File: src/rtl/instr_encoder_loader.sv
// instr_encoder_loader
//   Encodes one-hot instruction descriptors into 16-bit i281 instruction
//   words ({op, rx, ry, imm}), buffers them in a small FIFO and writes them
//   to consecutive code-memory addresses starting at 0.
//
// Ports
//   clk, reset_n        clock, asynchronous active-low reset
//   start               pulse, opens a load session (from IDLE or DONE)
//   in_valid/in_ready   descriptor handshake
//   in_onehot/rx/ry/imm descriptor fields, in_last marks the final one
//   wr_valid/wr_ready   code-memory write handshake
//   wr_addr/wr_data     write address and encoded word
//   busy, done          session status
//   err_onehot          sticky, a descriptor without exactly one opcode bit
//   err_overflow        sticky, words beyond memory capacity were discarded
//   words_written       completed writes in the current session
module instr_encoder_loader #(
  parameter int FIFO_DEPTH = 4,
  parameter int ADDR_W     = 5,
  parameter int NUM_WORDS  = 32
) (
  input  logic              clk,
  input  logic              reset_n,
  input  logic              start,
  input  logic              in_valid,
  output logic              in_ready,
  input  logic [22:0]       in_onehot,
  input  logic [1:0]        in_rx,
  input  logic [1:0]        in_ry,
  input  logic [7:0]        in_imm,
  input  logic              in_last,
  output logic              wr_valid,
  input  logic              wr_ready,
  output logic [ADDR_W-1:0] wr_addr,
  output logic [15:0]       wr_data,
  output logic              busy,
  output logic              done,
  output logic              err_onehot,
  output logic              err_overflow,
  output logic [ADDR_W:0]   words_written
);

  localparam int PTR_W = (FIFO_DEPTH > 1) ? $clog2(FIFO_DEPTH) : 1;
  localparam int CNT_W = PTR_W + 1;
  localparam int WW_W  = ADDR_W + 1;

  localparam logic [CNT_W-1:0]  DEPTH_C     = CNT_W'(FIFO_DEPTH);
  localparam logic [WW_W-1:0]   NUM_C       = WW_W'(NUM_WORDS);
  localparam logic [ADDR_W-1:0] LAST_ADDR_C = ADDR_W'(NUM_WORDS - 1);

  typedef enum logic [1:0] {
    S_IDLE,
    S_LOAD,
    S_DRAIN,
    S_DONE
  } state_t;

  state_t state, state_next;

  logic [15:0]       mem [FIFO_DEPTH];
  logic [PTR_W-1:0]  wr_ptr, rd_ptr;
  logic [CNT_W-1:0]  count;
  logic [ADDR_W-1:0] addr;

  logic [4:0]  oh_idx;
  logic [4:0]  oh_cnt;
  logic        oh_ok;
  logic [3:0]  enc_op;
  logic [1:0]  enc_ry;
  logic [15:0] enc_word;

  logic fifo_empty, exhausted, accept, push, wr_fire, discard, pop, start_session;

  // Locate the set opcode bit and count how many bits are set; only an
  // exactly-one-hot descriptor is encoded.
  always_comb begin
    oh_idx = '0;
    oh_cnt = '0;
    for (int i = 0; i < 23; i++) begin
      if (in_onehot[i]) begin
        oh_idx = 5'(i);
        oh_cnt = oh_cnt + 5'd1;
      end
    end
    oh_ok = (oh_cnt == 5'd1);
  end

  // Opcode groups: several one-hot indices share an op and are told apart
  // by a value forced into ry (all of ry, or only ry[0] for the shifts).
  always_comb begin
    enc_op = 4'd0;
    enc_ry = in_ry;
    if (oh_idx == 5'd0) begin
      enc_op = 4'd0;
    end else if (oh_idx <= 5'd4) begin
      enc_op = 4'd1;
      enc_ry = 2'(oh_idx - 5'd1);
    end else if (oh_idx <= 5'd14) begin
      enc_op = 4'(oh_idx - 5'd3);
    end else if (oh_idx <= 5'd16) begin
      enc_op = 4'd12;
      enc_ry = {in_ry[1], (oh_idx == 5'd16)};
    end else if (oh_idx <= 5'd18) begin
      enc_op = 4'(oh_idx - 5'd4);
    end else begin
      enc_op = 4'd15;
      enc_ry = 2'(oh_idx - 5'd19);
    end
  end

  assign enc_word = {enc_op, in_rx, enc_ry, in_imm};

  assign fifo_empty    = (count == '0);
  assign exhausted     = (words_written == NUM_C);
  assign in_ready      = (state == S_LOAD) && (count < DEPTH_C);
  assign accept        = in_valid && in_ready;
  assign push          = accept && oh_ok;
  assign wr_valid      = !fifo_empty && !exhausted;
  assign wr_fire       = wr_valid && wr_ready;
  // Once memory is full the FIFO keeps draining so the session can finish.
  assign discard       = !fifo_empty && exhausted;
  assign pop           = wr_fire || discard;
  assign start_session = start && ((state == S_IDLE) || (state == S_DONE));

  // Head word is gated so the data bus reads 0 whenever no write is offered.
  assign wr_data = wr_valid ? mem[rd_ptr] : 16'h0000;
  assign wr_addr = addr;
  assign busy    = (state == S_LOAD) || (state == S_DRAIN);
  assign done    = (state == S_DONE);

  always_comb begin
    state_next = state;
    case (state)
      S_IDLE:  if (start) state_next = S_LOAD;
      S_LOAD:  if (accept && in_last) state_next = S_DRAIN;
      S_DRAIN: if (fifo_empty) state_next = S_DONE;
      S_DONE:  if (start) state_next = S_LOAD;
      default: state_next = S_IDLE;
    endcase
  end

  always_ff @(posedge clk or negedge reset_n) begin
    if (!reset_n) begin
      state         <= S_IDLE;
      wr_ptr        <= '0;
      rd_ptr        <= '0;
      count         <= '0;
      addr          <= '0;
      words_written <= '0;
      err_onehot    <= 1'b0;
      err_overflow  <= 1'b0;
    end else begin
      state <= state_next;
      if (push) wr_ptr <= wr_ptr + PTR_W'(1);
      if (pop)  rd_ptr <= rd_ptr + PTR_W'(1);
      case ({push, pop})
        2'b10:   count <= count + CNT_W'(1);
        2'b01:   count <= count - CNT_W'(1);
        default: count <= count;
      endcase
      if (start_session) begin
        addr          <= '0;
        words_written <= '0;
        err_onehot    <= 1'b0;
        err_overflow  <= 1'b0;
      end else begin
        if (wr_fire) begin
          words_written <= words_written + WW_W'(1);
          // Saturate on the last address so it never wraps back to 0.
          if (addr != LAST_ADDR_C) addr <= addr + ADDR_W'(1);
        end
        if (accept && !oh_ok) err_onehot <= 1'b1;
        if (discard) err_overflow <= 1'b1;
      end
    end
  end

  // Storage needs no reset: entries are only read when count says valid.
  always_ff @(posedge clk) begin
    if (push) mem[wr_ptr] <= enc_word;
  end

endmodule

File: config.mk
export PLATFORM = sky130hd
export DESIGN_NAME = instr_encoder_loader
export DESIGN_NICKNAME = d
export VERILOG_FILES = /design/src/rtl/instr_encoder_loader.sv
export SDC_FILE = /design/constraint.sdc
export NUM_CORES = 1
export LEC_CHECK = 0
export CORE_MARGIN = 2
export CORE_UTILIZATION = 35
export DETAILED_ROUTE_END_ITERATION = 6
export PLACE_DENSITY_LB_ADDON = 0.25
export SYNTH_ARGS = -nofsm -noshare
export SYNTH_HDL_FRONTEND = slang
export SYNTH_SLANG_ARGS = --single-unit
File: constraint.sdc
create_clock -name clk -period 3.4 [get_ports clk]
set_clock_uncertainty 0.1 [all_clocks]
set_input_delay 0.34 -clock clk [delete_from_list [all_inputs] [get_ports clk]]
set_output_delay 0.34 -clock clk [all_outputs]
set_load 0.03 [all_outputs]
==> summary.txt, run 1 <==
Yosys
  – Syn Area/Cell: 10.2 sq um
  – Async S/R FF share, synth: 25.6%
  – Post-Syn Instances: 680
  – Distinct cells, synth: 80
  – Synth top area share: 27.7%
  – Synth area leaders: edfxtp_1 (28%), dfrtp_1 (7.9%), ha_1 (6.9%), mux4_2 (5.2%), xnor2_1 (4.8%)
  – Yosys reg bits: 86
  – Syn. warnings: 0
  – Sequential fraction of the synthesis area: 35.7%
  – Synth Flop Type: edfxtp_1
  – Syn Nets: 760
  – Post-synth EDFFs: 64
  – Area of the mapped netlist: 6930 sq um
  – Synth area leader: edfxtp_1

Pwr
  – Sequential cell fraction of total power: 10.5%
  – Combinational share of power: 82.6%
  – Net Switching: 0.00542 W
  – Clk network pwr share: 6.9%
  – Peak supply drop: 846 uV
  – PD cells: 1260 nW/um^2
  – LEAKAGE: 4.44 nW
  – Switch share: 40.9%
  – Int Pwr: 0.00783 W
  – Overall power: 0.0132 W

STA
  – Final setup viols: 70
  – Fmax: 73.0 MHz
  – Tightest Pin Transition: 1040 ps
  – Fin. max-slew vios: 0
  – RSZ-0062 raised after global routing: yes
  – Worst hold margin: 411 ps
  – Tmin final: 13700 ps
  – Tcrit/Tclk final: 403%
  – Rel. slew slack: 30.2%
  – PnR worst setup slack: -10300 ps
  – Hold Vio Cnt, Final: 0
  – Final TNS setup: -713290 ps

Finish
  – Antenna fix cells: 0
  – Non-filler cells in the finished layout: 1239
  – Final net count: 1049
  – Share of cells above drive strength 1: 39.2%
  – Area growth, synth to finish: 52.2%
  – Fill cells: 1714

Floorplanning
  – IO Count: 74
  – Height of the die: 145 microns
  – Initial Util: 35.6%
  – Total die area: 20900 sq um
  – Die X: 145 microns
  – Floorplan core area: 19500 sq um
  – # rows: 51

Clock network
  – H-tree Lvls: 3
  – CTS tree: built
  – CTS Buf Count: 9
  – Deepest clock path buffer count: 2
  – Clock Pin Slew Worst Setup and Hold Paths: 70 ps
  – CTS Hold Buffers Added: 0
  – Clock Latency Late Sink: 340 ps
  – Root Buffer: clkbuf_16
  – Sink Count: 86

Worst setup path
  – CP peak stage delay: 540 ps
  – Startpoint Class: primary input
  – Critical path arrival: 13860 ps
  – Worst-path maximum fanout: 4
  – CP max-delay cell: or4_4
  – Kind of critical path: in2reg
  – Nature of the critical path endpoint: register
  – CP dominant cell by count: ha_4
  – Worst path required time: 3570 ps

GRT
  – GRT Total Usage: 17.3%
  – Initial antenna violation count: 0
  – Largest net degree at the start of global routing: 23
  – Remaining global-route overflow: 0
  – Vias in the first global route: 6316
  – First-pass GRT wire length: 29200 microns

Drt
  – DR DRC count: 0
  – TritonRoute pass-1 iters: 4
  – Routed Antenna Nets: 0
  – DR WL/cell: 14.3 microns
  – Detailed-route vias per instance: 4.86
  – Vias post-DR: 6019
  – Initial DRC Count: 254
  – Total Wirelength: 17700 microns

Run status
  – Violated checks: negative setup slack
  – Outcome: complete, but fails checks

Placed design
  – GP Congestion: 0.877
  – DP Wirelength: 13400 microns
  – Cells after DPL: 1187
  – IO buf count: 73

Min path
  – Min-Delay Path Class: reg2reg

Flow run
  – Number of max-cap violations: 0
## Yosys cell counts, types with 4 or more instances
cell,number
a21o_1,4
a211oi_1,5
or2_2,4
clkbuf_1,25
nand3_1,19
a31oi_1,5
xnor3_1,9
o211ai_1,5
dfrtp_1,22
nor2b_1,25
o21a_1,6
xor2_1,24
o22ai_1,5
nand4_1,7
inv_1,44
ha_1,38
and2_1,5
edfxtp_1,64
mux2_2,5
xnor2_1,38
mux4_2,16
nor3_1,10
a21oi_1,33
mux2i_1,15
nand2b_1,5
nor3b_1,7
o31ai_1,6
nand2_1,64
o21ai_0,28
nor2_1,56
## registers in the layout (all words and copies together), names as in the netlist
signal         flops
rd_ptr             2
err_onehot         1
count              3
state              2
wr_ptr             2
words_written      6
err_overflow       1
mem               64
wr_addr            5
## cell families after synthesis
family                     count (synthesis)  share of synthesized area (%)
xor gates and xnor gates                  85                           15.0
buffers and inverters                     73                           3.99
DFF                                       86                           35.7
muxes                                     40                           9.14
adders and majority gates                 39                           7.15
and+or+nand+nor                          228                           16.8
AOI/OAI and AO/OA                        129                           12.3
## area by class of cell
| cell class | count | area [sq um] | area share (%) |
|---|---|---|---|
| timing repair buffer | 307 | 2550 | 24.2 |
| clock buffer | 9 | 225 | 2.14 |
| tap | 265 | 332 | 3.14 |
| inverter | 44 | 183 | 1.73 |
| multi-input combinational | 521 | 4730 | 44.8 |
| clock inverter | 7 | 56.3 | 0.534 |
| sequential | 86 | 2470 | 23.4 |
## critical path: cells and delay by family
| kind | cells | cell delay [ps] |
|---|---|---|
| adders and majority gates | 20 | 5200 |
| and+or+nand+nor | 21 | 3000 |
| AOI/OAI and AO/OA | 13 | 1850 |
| buffers and inverters | 15 | 1490 |
| muxes | 6 | 1540 |
| xor gates and xnor gates | 3 | 450 |
## power groups by stage
stage	Combinational (W)	Sequential, W	Clock [W]
after floorplan	0.00600	0.00142	0
after CTS	0.0104	0.00139	0.000938
after global routing	0.0119	0.00141	0.000982
final	0.0109	0.00139	0.000919
after global placement	0.00932	0.00140	0
after detailed placement	0.00957	0.00141	0
## repair_timing
| item | CTS | global route |
|---|---|---|
| endpoints found under the hold margin | 0 | 0 |
| gates resized for setup | 50 | 37 |
| endpoints found under the setup margin | 94 | 94 |
| pin swaps | 65 | 47 |
| setup buffers | 29 | 9 |
| gates cloned | 0 | 0 |
## worst paths after layout
check	startpoint	endpoint	slack (ps)	depth (start not counted)
setup / recovery	in_onehot[0]	count[2]$_DFFE_PN0P_	-10300	78
hold / removal	rd_ptr[0]$_DFFE_PN0P_	rd_ptr[0]$_DFFE_PN0P_	410	1
setup reg to reg	words_written[0]$_DFFE_PN0P_	words_written[5]$_DFFE_PN0P_	1000	11
hold reg to reg	rd_ptr[0]$_DFFE_PN0P_	rd_ptr[0]$_DFFE_PN0P_	410	1
max in group asynchronous	reset_n	count[0]$_DFFE_PN0P_	2090	1
min in group asynchronous	reset_n	rd_ptr[0]$_DFFE_PN0P_	470	1
## placed cells by master, fill, tap and decap left out, types with 4 or more instances in the layout
cell type | synthesis | layout
buf_4 | 0 | 228
clkdlybuf4s50_1 | 0 | 66
edfxtp_1 | 64 | 64
nand2_1 | 64 | 56
nor2_1 | 56 | 47
inv_1 | 44 | 37
xnor2_1 | 38 | 36
xor2_1 | 24 | 23
a21oi_1 | 33 | 22
dfrtp_1 | 22 | 22
nor2b_1 | 25 | 21
ha_1 | 38 | 21
nand3_1 | 19 | 19
o21ai_0 | 28 | 18
mux4_2 | 16 | 16
mux2i_1 | 15 | 15
ha_4 | 0 | 14
a21oi_2 | 0 | 11
nor3_1 | 10 | 10
xnor3_1 | 9 | 9
o21ai_1 | 3 | 9
clkbuf_16 | 0 | 9
nand4_1 | 7 | 7
nor3b_1 | 7 | 6
nand2_2 | 0 | 6
nor2_4 | 1 | 6
o21a_1 | 6 | 6
mux2_4 | 2 | 6
xnor2_2 | 3 | 5
o211ai_1 | 5 | 5
o22ai_1 | 5 | 5
buf_12 | 0 | 5
xor2_2 | 3 | 4
and2_1 | 5 | 4
nor2_2 | 0 | 4
inv_2 | 0 | 4
a21o_1 | 4 | 4
a211oi_1 | 5 | 4
a31oi_1 | 5 | 4
## metrics by stage
stage | setup slack, ps | utilization (%) | area [sq um]
after floorplan | -10960 | - | 7230
after detailed placement | -11640 | 49.9 | 9710
after CTS | -10820 | 53.1 | 10300
final | -10300 | 54.2 | 10500
after global placement | -11210 | 49.9 | 9710
after global routing | -10940 | 54.2 | 10500
## layer usage
layer / part of all wire [%] / vias up / routed length (microns) / global-route usage, %
met1: 45 / 2884 / 8060 / 21.9
met5: 0 / - / 0 / 0
met3: 2.5 / 17 / 444 / 2.40
li1: - / 3029 / - / -
met2: 51 / 89 / 8960 / 31.1
met4: 1.5 / 0 / 269 / 4.65
Power figures use the tool's default switching activity.
==> inputs of run 2 (changes only) <==
--- a/config.mk
+++ b/config.mk
@@ -7,6 +7,7 @@
 export LEC_CHECK = 0
 export CORE_MARGIN = 2
 export CORE_UTILIZATION = 35
+export CTS_CLUSTER_SIZE = 16
 export DETAILED_ROUTE_END_ITERATION = 6
 export PLACE_DENSITY_LB_ADDON = 0.25
 export SYNTH_ARGS = -nofsm -noshare
==> results of run 2 <==
Final layout, timing and power as in run 1 (identical DEF).
==> inputs of run 3 (changes only) <==
--- a/config.mk
+++ b/config.mk
@@ -9,6 +9,7 @@
 export CORE_UTILIZATION = 35
 export CTS_CLUSTER_SIZE = 16
 export DETAILED_ROUTE_END_ITERATION = 6
+export GPL_ROUTABILITY_DRIVEN = 1
 export PLACE_DENSITY_LB_ADDON = 0.25
 export SYNTH_ARGS = -nofsm -noshare
 export SYNTH_HDL_FRONTEND = slang
==> results of run 3 <==
Final layout, timing and power as in run 1 (identical DEF).
==> RTL change, RTL diff (config.mk and constraints of run 2) <==
The 4 states of `state_t` get a one-hot encoding in 4 bits.
--- a/src/rtl/instr_encoder_loader.sv
+++ b/src/rtl/instr_encoder_loader.sv
@@ -48,11 +48,11 @@
   localparam logic [WW_W-1:0]   NUM_C       = WW_W'(NUM_WORDS);
   localparam logic [ADDR_W-1:0] LAST_ADDR_C = ADDR_W'(NUM_WORDS - 1);
 
-  typedef enum logic [1:0] {
-    S_IDLE,
-    S_LOAD,
-    S_DRAIN,
-    S_DONE
+  typedef enum logic [3:0] {
+    S_IDLE  = 4'b0001,
+    S_LOAD  = 4'b0010,
+    S_DRAIN = 4'b0100,
+    S_DONE  = 4'b1000
   } state_t;
 
   state_t state, state_next;
Behaviour: no difference found for any inputs over 4 cycles, from zero or initial values and one cycle with reset_n low; so few cycles prove little.
==> RTL change against run 2 <==
The flow still finishes with violations (negative setup slack); sequential cell count increased by 2; core utilization increased by 1.7 points; worst setup slack improved by 1.1 ns; area after synthesis decreased by 1.8%; wire length increased by 8.5%; power decreased by 6.4%; cell count increased by 0.16%; count of clock-buffer cells in the layout increased by 2; clock power increased by 18%; final area increased by 2.1%.
==> RTL change: results <==
{
  "yosys_warnings": 0,
  "finalNonFillerCells": 1241,
  "slew_headroom": 0.277,
  "status": "complete, but fails checks",
  "min_path_type": "reg2reg",
  "grtUsageTotal": 0.183,
  "firstDrtPassIters": 5,
  "largest_register_ffs": 64,
  "ys_seq_area_frac": 0.371,
  "post-place-ws_ns": -10.48,
  "fin_ws_ns": -9.24,
  "postPlaceCellArea_um2": 9360,
  "clk_latency_ns": 0.33,
  "synth_fp_nets": 738,
  "regMostFlops": "mem",
  "viasPerCell": 4.97,
  "synth.distinct_cells": 78,
  "place_congestion": 0.883,
  "grt_max_degree": 25,
  "cpPeakStageDelay_ns": 0.45,
  "worstPathArrival_ns": 12.76,
  "first_iter_violations": 338,
  "portBuffers": 73,
  "fin_setup_tns_ns": -641.09,
  "slowest_stage": "xnor3_1",
  "grt_pass1_wl_um": 30000,
  "antenna_found_initial": 0,
  "violations": "negative setup slack",
  "hpwlAfterDp_um": 12800,
  "p_leak_nw": 4.53,
  "grt_pass1_vias": 6347,
  "synth_commonest_cells": "edfxtp_1, nand2_1, nor2_1",
  "place_inst": 1146,
  "synthTopCellsByArea": "edfxtp_1, dfrtp_1, ha_1, xnor2_1, mux4_2",
  "antenna_cells": 0,
  "routedWlPerCell_um": 15.5,
  "drive_above_1_share": 0.425,
  "synthArstFlopShare": 0.273,
  "fillers": 1623,
  "vdd.ir_drop.worst_mv": 0.751,
  "netlist_instances": 661,
  "setup_viol": 70,
  "clock_path_buffers": 2,
  "critical-path-top-delay-family": "buffers and inverters",
  "path_max_fanout": 3
}
-- RTL change: cells by family after synthesis --
family / Yosys count / synth area share
buffers and inverters: 68 / 0.0397
adder cells (fa/ha/maj): 36 / 0.0673
multiplexers: 34 / 0.0812
AO/OA/AOI/OAI: 114 / 0.111
flip-flops: 88 / 0.371
XOR/XNOR: 87 / 0.156
AND/OR/NAND/NOR: 234 / 0.174
-- RTL change: repair_timing --
item	in CTS	in global routing
setup endpoints to repair	94	94
gates resized for setup	59	60
pin swaps	41	55
gates cloned	1	3
buffers inserted	71	13
-- RTL change: power breakdown --
group	switching, mW	internal [mW]	leakage (nW)	total [mW]
registers	0.151	1.26	0.887	1.41
clock network	0.371	0.711	0.157	1.08
logic	4.47	5.44	3.49	9.91
total	4.99	7.41	4.53	12.4
-- RTL change: final cells by class --
class,instances,area [um2],area share
Clock buffer,11,233,0.0216
Clock inverter,4,93.8,0.00871
Inverter,37,154,0.0143
Multi-Input combinational cell,505,4580,0.426
Sequential cell,88,2520,0.234
Tap cell,265,332,0.0308
Timing Repair Buffer,331,2850,0.265
-- RTL change: path summary, 6_finish.rpt --
path | from | end | slack, ns | cells after the start
worst min register to register | err_onehot | err_onehot | 0.43 | 2
worst max register to register | words_written[0] | count[2] | 0.58 | 11
max in group asynchronous | reset_n | wr_ptr[1] | 2.06 | 1
worst min-delay path | err_onehot | err_onehot | 0.43 | 2
worst max-delay path | in_onehot[1] | count[2] | -9.24 | 88
min in group asynchronous | reset_n | wr_addr[3] | 0.49 | 1
-- RTL change: per-layer routing --
layer	GRT usage	part of all wire
met5	0	0
met1	0.214	0.42
met3	0.0207	0.031
met4	0.0655	0.029
met2	0.344	0.51
